==> config.mk <==
export PLATFORM = sky130hd
export DESIGN_NAME = q_updater_multi_flat
export DESIGN_NICKNAME = d
export VERILOG_FILES = /design/src/rtl/q_updater_multi_if.sv /design/src/rtl/q_updater_multi.sv /design/src/flat_wrapper.sv
export SDC_FILE = /design/constraint.sdc
export NUM_CORES = 1
export LEC_CHECK = 0
export CAP_MARGIN = 20
export CORE_ASPECT_RATIO = 2
export CORE_UTILIZATION = 30
export DETAILED_ROUTE_END_ITERATION = 6
export PLACE_DENSITY = 0.52
export SYNTH_ARGS = -nofsm -noshare
export SYNTH_HDL_FRONTEND = slang
export SYNTH_SLANG_ARGS = --single-unit
==> constraint.sdc <==
create_clock -name clk -period 3.8 [get_ports clk]
set_input_delay 0.76 -clock clk [delete_from_list [all_inputs] [get_ports clk]]
set_output_delay 0.76 -clock clk [all_outputs]
set_load 0.05 [all_outputs]
==> src/rtl/q_updater_multi_if.sv <==
// q_updater_multi_if: sample bus (in_valid, q_cur, q_next, r, a, amax, alpha, gamma) and result bus (out_valid, qnew, a_out, amax_out, ovf)
interface q_updater_multi_if #(
  parameter int DW = 32,
  parameter int NACT = 4,
  parameter int NAG = 2
);
  localparam int AW = $clog2(NACT);
  logic in_valid;
  logic [NAG*NACT*DW-1:0] q_cur;
  logic [NAG*NACT*DW-1:0] q_next;
  logic [DW-1:0] r;
  logic [NAG*AW-1:0] a;
  logic [NAG*AW-1:0] amax;
  logic [2:0] alpha;
  logic [2:0] gamma;
  logic out_valid;
  logic [NAG*DW-1:0] qnew;
  logic [NAG*AW-1:0] a_out;
  logic [NAG*AW-1:0] amax_out;
  logic [NAG-1:0] ovf;
  modport master (
    output in_valid, q_cur, q_next, r, a, amax, alpha, gamma,
    input out_valid, qnew, a_out, amax_out, ovf
  );
  modport slave (
    input in_valid, q_cur, q_next, r, a, amax, alpha, gamma,
    output out_valid, qnew, a_out, amax_out, ovf
  );
endinterface

==> src/rtl/q_updater_multi.sv <==
// q_updater_multi: 5-stage per-agent Bellman Q update; ports clk, rst (sync high), bus (slave: samples in, qnew/a_out/amax_out/ovf out)
module q_updater_multi #(
  parameter int DW = 32,
  parameter int NACT = 4,
  parameter int NAG = 2,
  parameter int SAT = 1,
  parameter int MAX_MODE = 0
) (
  input logic clk,
  input logic rst,
  q_updater_multi_if.slave bus
);
  localparam int AW = $clog2(NACT);
  localparam int W2 = DW + 2;
  localparam int W3 = DW + 3;
  localparam logic [DW-1:0] QMAX = {1'b0, {(DW-1){1'b1}}};
  localparam logic [DW-1:0] QMIN = {1'b1, {(DW-1){1'b0}}};
  logic v1, v2, v3, v4;
  logic signed [DW-1:0] qc1 [NAG][NACT];
  logic signed [DW-1:0] qn1 [NAG][NACT];
  logic signed [DW-1:0] r1, r2;
  logic [2:0] al1, al2, al3, ga1;
  logic [AW-1:0] a1 [NAG], a2 [NAG], a3 [NAG], a4 [NAG];
  logic [AW-1:0] am1 [NAG], im2 [NAG], im3 [NAG], im4 [NAG];
  logic signed [DW-1:0] qs2 [NAG], qs3 [NAG], qs4 [NAG], g2 [NAG];
  logic signed [W2-1:0] d3 [NAG], p4 [NAG];
  logic [AW-1:0] im_c [NAG];
  logic signed [DW-1:0] qsel_c [NAG], g_c [NAG];
  logic signed [W2-1:0] d_c [NAG];
  logic signed [W3-1:0] s_c [NAG];
  logic [NAG-1:0] ovf_c;
  function automatic logic [AW-1:0] argmax(input logic signed [DW-1:0] q [NACT]);
    logic [AW-1:0] b;
    b = '0;
    for (int k = 1; k < NACT; k++) if (q[k] > q[b]) b = AW'(k);
    return b;
  endfunction
  always_comb begin
    ovf_c = '0;
    for (int g = 0; g < NAG; g++) begin
      im_c[g] = MAX_MODE != 0 ? argmax(qn1[g]) : am1[g];
      qsel_c[g] = qc1[g][a1[g]];
      g_c[g] = qn1[g][im_c[g]] >>> ga1;
      d_c[g] = W2'(r2) - W2'(qs2[g]) + W2'(g2[g]);
      s_c[g] = W3'(qs4[g]) + W3'(p4[g]);
      ovf_c[g] = !(&s_c[g][W3-1:DW-1] || ~|s_c[g][W3-1:DW-1]);
    end
  end
  always_ff @(posedge clk) begin
    if (rst) begin
      {v1, v2, v3, v4} <= '0;
      bus.out_valid <= 1'b0;
      bus.qnew <= '0;
      bus.a_out <= '0;
      bus.amax_out <= '0;
      bus.ovf <= '0;
    end else begin
      {v1, v2, v3, v4} <= {bus.in_valid, v1, v2, v3};
      bus.out_valid <= v4;
      if (v4)
        for (int g = 0; g < NAG; g++) begin
          bus.qnew[g*DW +: DW] <= (SAT != 0 && ovf_c[g]) ? (s_c[g][W3-1] ? QMIN : QMAX) : s_c[g][DW-1:0];
          bus.a_out[g*AW +: AW] <= a4[g];
          bus.amax_out[g*AW +: AW] <= im4[g];
          bus.ovf[g] <= ovf_c[g];
        end
    end
    r1 <= bus.r;
    al1 <= bus.alpha;
    ga1 <= bus.gamma;
    r2 <= r1;
    al2 <= al1;
    al3 <= al2;
    for (int g = 0; g < NAG; g++) begin
      for (int k = 0; k < NACT; k++) begin
        qc1[g][k] <= bus.q_cur[(g*NACT+k)*DW +: DW];
        qn1[g][k] <= bus.q_next[(g*NACT+k)*DW +: DW];
      end
      a1[g] <= bus.a[g*AW +: AW];
      am1[g] <= bus.amax[g*AW +: AW];
      qs2[g] <= qsel_c[g];
      g2[g] <= g_c[g];
      a2[g] <= a1[g];
      im2[g] <= im_c[g];
      d3[g] <= d_c[g];
      qs3[g] <= qs2[g];
      a3[g] <= a2[g];
      im3[g] <= im2[g];
      p4[g] <= d3[g] >>> al3;
      qs4[g] <= qs3[g];
      a4[g] <= a3[g];
      im4[g] <= im3[g];
    end
  end
endmodule

==> src/flat_wrapper.sv <==
// flat-port wrapper written by rule: the top's interface ports become plain ports
module q_updater_multi_flat 
#(
  parameter int DW = 32,
  parameter int NACT = 4,
  parameter int NAG = 2,
  parameter int SAT = 1,
  parameter int MAX_MODE = 0
)
  (clk, rst, bus_in_valid, bus_q_cur, bus_q_next, bus_r, bus_a, bus_amax, bus_alpha, bus_gamma, bus_out_valid, bus_qnew, bus_a_out, bus_amax_out, bus_ovf);
  q_updater_multi_if #(.DW(DW), .NACT(NACT), .NAG(NAG)) bus_i ();
  input logic clk;
  input logic rst;
  input wire logic [$bits(bus_i.in_valid)-1:0] bus_in_valid;
  input wire logic [$bits(bus_i.q_cur)-1:0] bus_q_cur;
  input wire logic [$bits(bus_i.q_next)-1:0] bus_q_next;
  input wire logic [$bits(bus_i.r)-1:0] bus_r;
  input wire logic [$bits(bus_i.a)-1:0] bus_a;
  input wire logic [$bits(bus_i.amax)-1:0] bus_amax;
  input wire logic [$bits(bus_i.alpha)-1:0] bus_alpha;
  input wire logic [$bits(bus_i.gamma)-1:0] bus_gamma;
  output wire logic [$bits(bus_i.out_valid)-1:0] bus_out_valid;
  output wire logic [$bits(bus_i.qnew)-1:0] bus_qnew;
  output wire logic [$bits(bus_i.a_out)-1:0] bus_a_out;
  output wire logic [$bits(bus_i.amax_out)-1:0] bus_amax_out;
  output wire logic [$bits(bus_i.ovf)-1:0] bus_ovf;
  assign bus_i.in_valid = bus_in_valid;
  assign bus_i.q_cur = bus_q_cur;
  assign bus_i.q_next = bus_q_next;
  assign bus_i.r = bus_r;
  assign bus_i.a = bus_a;
  assign bus_i.amax = bus_amax;
  assign bus_i.alpha = bus_alpha;
  assign bus_i.gamma = bus_gamma;
  assign bus_out_valid = bus_i.out_valid;
  assign bus_qnew = bus_i.qnew;
  assign bus_a_out = bus_i.a_out;
  assign bus_amax_out = bus_i.amax_out;
  assign bus_ovf = bus_i.ovf;
  q_updater_multi #(.DW(DW), .NACT(NACT), .NAG(NAG), .SAT(SAT), .MAX_MODE(MAX_MODE)) u_core (.clk(clk), .rst(rst), .bus(bus_i));
endmodule
==> run_results.csv <==
group,metric,value,unit
synth,synth_largest_area_cell,"dfxtp_1",
sta,min_period_over_period,0.957,
global_routing,grt_max_degree,71,
sta,totalNegativeSetupSlack,0,ns
floorplanning,die-area,132000,µm²
placement,globalplace.congestion,0.870,
drt,drt_wl_total,115000,µm
setup_path,crit_chain,"fa_1, inv_2, fa_2, a211oi_2, o211ai_1, a21oi_1, buf_4, o41ai_4, a21oi_2, o31ai_4, nor4_4, o31ai_4, o41ai_4, xnor2_1",
floorplanning,ioPinCount,636,
sta,final_hold_viol_count,0,
drt,antenna_violating_nets_post_route,0,
cts,insertion_delay,0.73,ns
finish,fin_util,0.399,
cts,clock_sinks,1091,
setup_path,crit_path_start_kind,"register",
floorplanning,floorplan.initialDensity,0.303,
pwr,powerDensity,682,nW/µm²
sta,worst-slew-pin-transition,0.920,ns
worst_hold_path,hold_path_class,"reg -> reg",
floorplanning,die_width,257,µm
finish,final_net_count,4662,
synth,syn-num-nets,3965,
global_routing,number_of_antenna_violations_at_the_first_check_in_global_routing,23,
floorplanning,floorplan.die.height,512,µm
floorplanning,num_rows,186,
setup_path,worst_ep_required_time,4.40,ns
sta,final.min_clock_period,3.64,ns
drt,detailroute.via_count,25200,
sta,timing.clock.skew,0.0382,ns
synth,asyncSetResetFlopFracSynth,0,
finish,layout.cells.most_common_list,"dfxtp_1 (1078), clkdlybuf4s50_1 (634), inv_1 (266), nand2_1 (168), nor2_1 (164)",
sta,final_critical_path_setup_slack,0.163,ns
synth,synth.lib_cells_used.distinct,86,
setup_path,cp.arrival,4.24,ns
cts,max_root_sink_buffers,3,
outcome,outcome,"completed",
setup_path,timing.setup.critical_path_class,"reg -> reg",
drt,drt_pre_antenna_iters,5,
finish,fraction_of_final_layout_cells_sized_beyond_drive_strength_1,0.139,
synth,seq_area_frac_synth,0.559,
synth,count_of_synthesis_stage_warnings_from_yosys,0,
finish,fillerInstances,12400,
pwr,total_leakage_power,21.3,nW
finish,final_common_cell,"dfxtp_1",
finish,layout-area-overhead-vs-synth,31.6,%
synth,syn_area_per_cell,12.2,µm²
global_routing,global_route.overflow_total,0,
cts,cts_tree,"done",
pwr,power.ir.vdd_worst,0.383,mV
cts,cts_htree_levels,3,
setup_path,critical_path.max_stage_delay,0.56,ns
synth,synthTopCellsByArea,"dfxtp_1 (56%), mux4_2 (8.9%), ha_1 (4.4%)",
setup_path,largest_fanout_on_the_critical_path,3,
cts,root_buffer,"clkbuf_16",
floorplanning,core_region_area,129000,µm²
setup_path,gate_family_responsible_for_the_most_delay_along_the_worst_path,"compound AO/OA/AOI/OAI gates",
synth,synthesis.instances,3202,
drt,wl_per_cell,20.2,µm
global_routing,grt_pass1_vias,27400,
placement,place_ws,-0.323,ns
synth,post_synth_top_flop,"dfxtp_1",
setup_path,worst-path-buf-inv,2,
cts,path_clk_slew,0.07,ns
sta,maxClockFrequency,275,MHz
synth,mappedNetlistArea,39000,µm²
synth,synth-seq-cells,1091,
synth,synth-edff-count,0,
global_routing,global_route_total_usage_across_every_layer,0.174,
drt,violation_count_after_the_first_detailed_routing_iteration,795,
sta,finalMaxSlewViolations,0,
placement,place.port_buffers,635,
global_routing,first_pass_grt_wire_length,170000,µm
synth,yosysTopAreaCellShare,0.559,
drt,drcViolationCount,0,
cts,clock_buffer_count_from_cts,97,
placement,dp.final_hpwl,94400,µm
sta,max-slew-margin-rel,0.386,
sta,finalSetupViolCount,0,
pwr,totalPowerFinal,0.0351,W
job,max_cap_viol_count,0,
drt,via_per_inst,4.44,
setup_path,endpoint_kind,"register",
setup_path,slowest_cell_on_the_critical_path,"fa_1",
metrics by stage:
step	hold slack [ns]	std cells	cell area, µm²
4_1_cts	0.324	5670	51100
3_5_place_dp	0.312	5487	47700
3_3_place_gp	0.310	5487	47700
6_report	0.311	5685	51400
2_1_floorplan	0.310	3202	39000
5_1_grt	0.318	5678	51400
cell families after synthesis:
group / after synthesis / share of synthesized area
AOI/OAI and AO/OA: 542 / 0.0952
xor gates and xnor gates: 117 / 0.0266
adders and majority gates: 202 / 0.0774
buffers and inverters: 388 / 0.0381
DFF: 1091 / 0.559
muxes: 372 / 0.148
and+or+nand+nor: 490 / 0.0559
routing by layer:
metal | track usage | wire length [µm]
met1 | 0.167 | 39300
met2 | 0.348 | 65100
met3 | 0.0394 | 6040
met4 | 0.0713 | 4300
met5 | 0 | 174
state kept, by name (all words and copies together), names as in the netlist, 4 cells and up:
name and count:
u_core.qs2 64, bus_a_out 4, u_core.g2 64, u_core.p4 68, u_core.qs4 64, u_core.im2 4, u_core.qs3 64, u_core.im3 4
u_core.bus.qnew 64, u_core.im4 4, u_core.qn1 256, u_core.am1 4, u_core.a1 4, bus_amax_out 4, u_core.r1 32, u_core.d3 68
u_core.r2 32, u_core.qc1 256, u_core.a3 4, u_core.a4 4, u_core.a2 4
cell usage after synthesis (4+ instances only):
cell type	number
o31ai_1	6
a211o_1	7
a21o_1	43
xnor2_1	81
nand2b_1	15
nor2b_1	12
nor2_1	165
mux4_2	154
o32ai_1	9
a31oi_1	16
or3_1	9
mux2_2	88
o211ai_1	12
o211a_1	4
a21boi_0	5
o21bai_1	36
o21a_1	19
nor3_1	35
ha_1	136
buf_1	35
and3_1	20
dfxtp_1	1091
buf_2	6
fa_1	66
inv_1	269
a311oi_1	5
a211oi_1	28
clkbuf_1	73
nor4_1	4
nand4_1	11
o21ai_0	144
and2_1	8
a21oi_1	124
mux2i_1	130
a221o_1	33
nand2_1	168
xor2_1	34
nand3_1	28
what timing repair did:
| action | in CTS | in global routing |
|---|---|---|
| pin swaps | 2 | 14 |
| hold buffers | 0 | 0 |
| gates resized for setup | 6 | 29 |
| setup endpoints to repair | 9 | 34 |
| buffers inserted | 0 | 5 |
layout make-up:
class | instances | area, µm² | share of cell area
Multi-Input combinational cell | 1723 | 16000 | 0.310
Antenna cell | 10 | 25.0 | 0.000487
Tap cell | 1692 | 2120 | 0.0412
Timing Repair Buffer | 716 | 7030 | 0.137
Inverter | 270 | 1010 | 0.0197
Sequential cell | 1091 | 21900 | 0.425
Clock buffer | 133 | 2740 | 0.0534
Clock inverter | 50 | 654 | 0.0127
where the power goes:
part	switching [W]	internal, W
sequential	0.000758	0.0130
clock	0.00458	0.00576
combinational	0.00601	0.00501
total	0.0113	0.0237
path summary, 6_finish.rpt:
path                startpoint           endpoint  slack [ns]  cells past startpoint
max           u_core.qs2[0][1]   u_core.d3[0][30]        0.16                     14
max reg2reg   u_core.qs2[0][1]   u_core.d3[0][30]        0.16                     14
min reg2reg  u_core.qs3[0][39]  u_core.qs4[0][39]        0.31                      0
min          u_core.qs3[0][39]  u_core.qs4[0][39]        0.31                      0
Note: power is estimated with default switching activity, not from simulation.
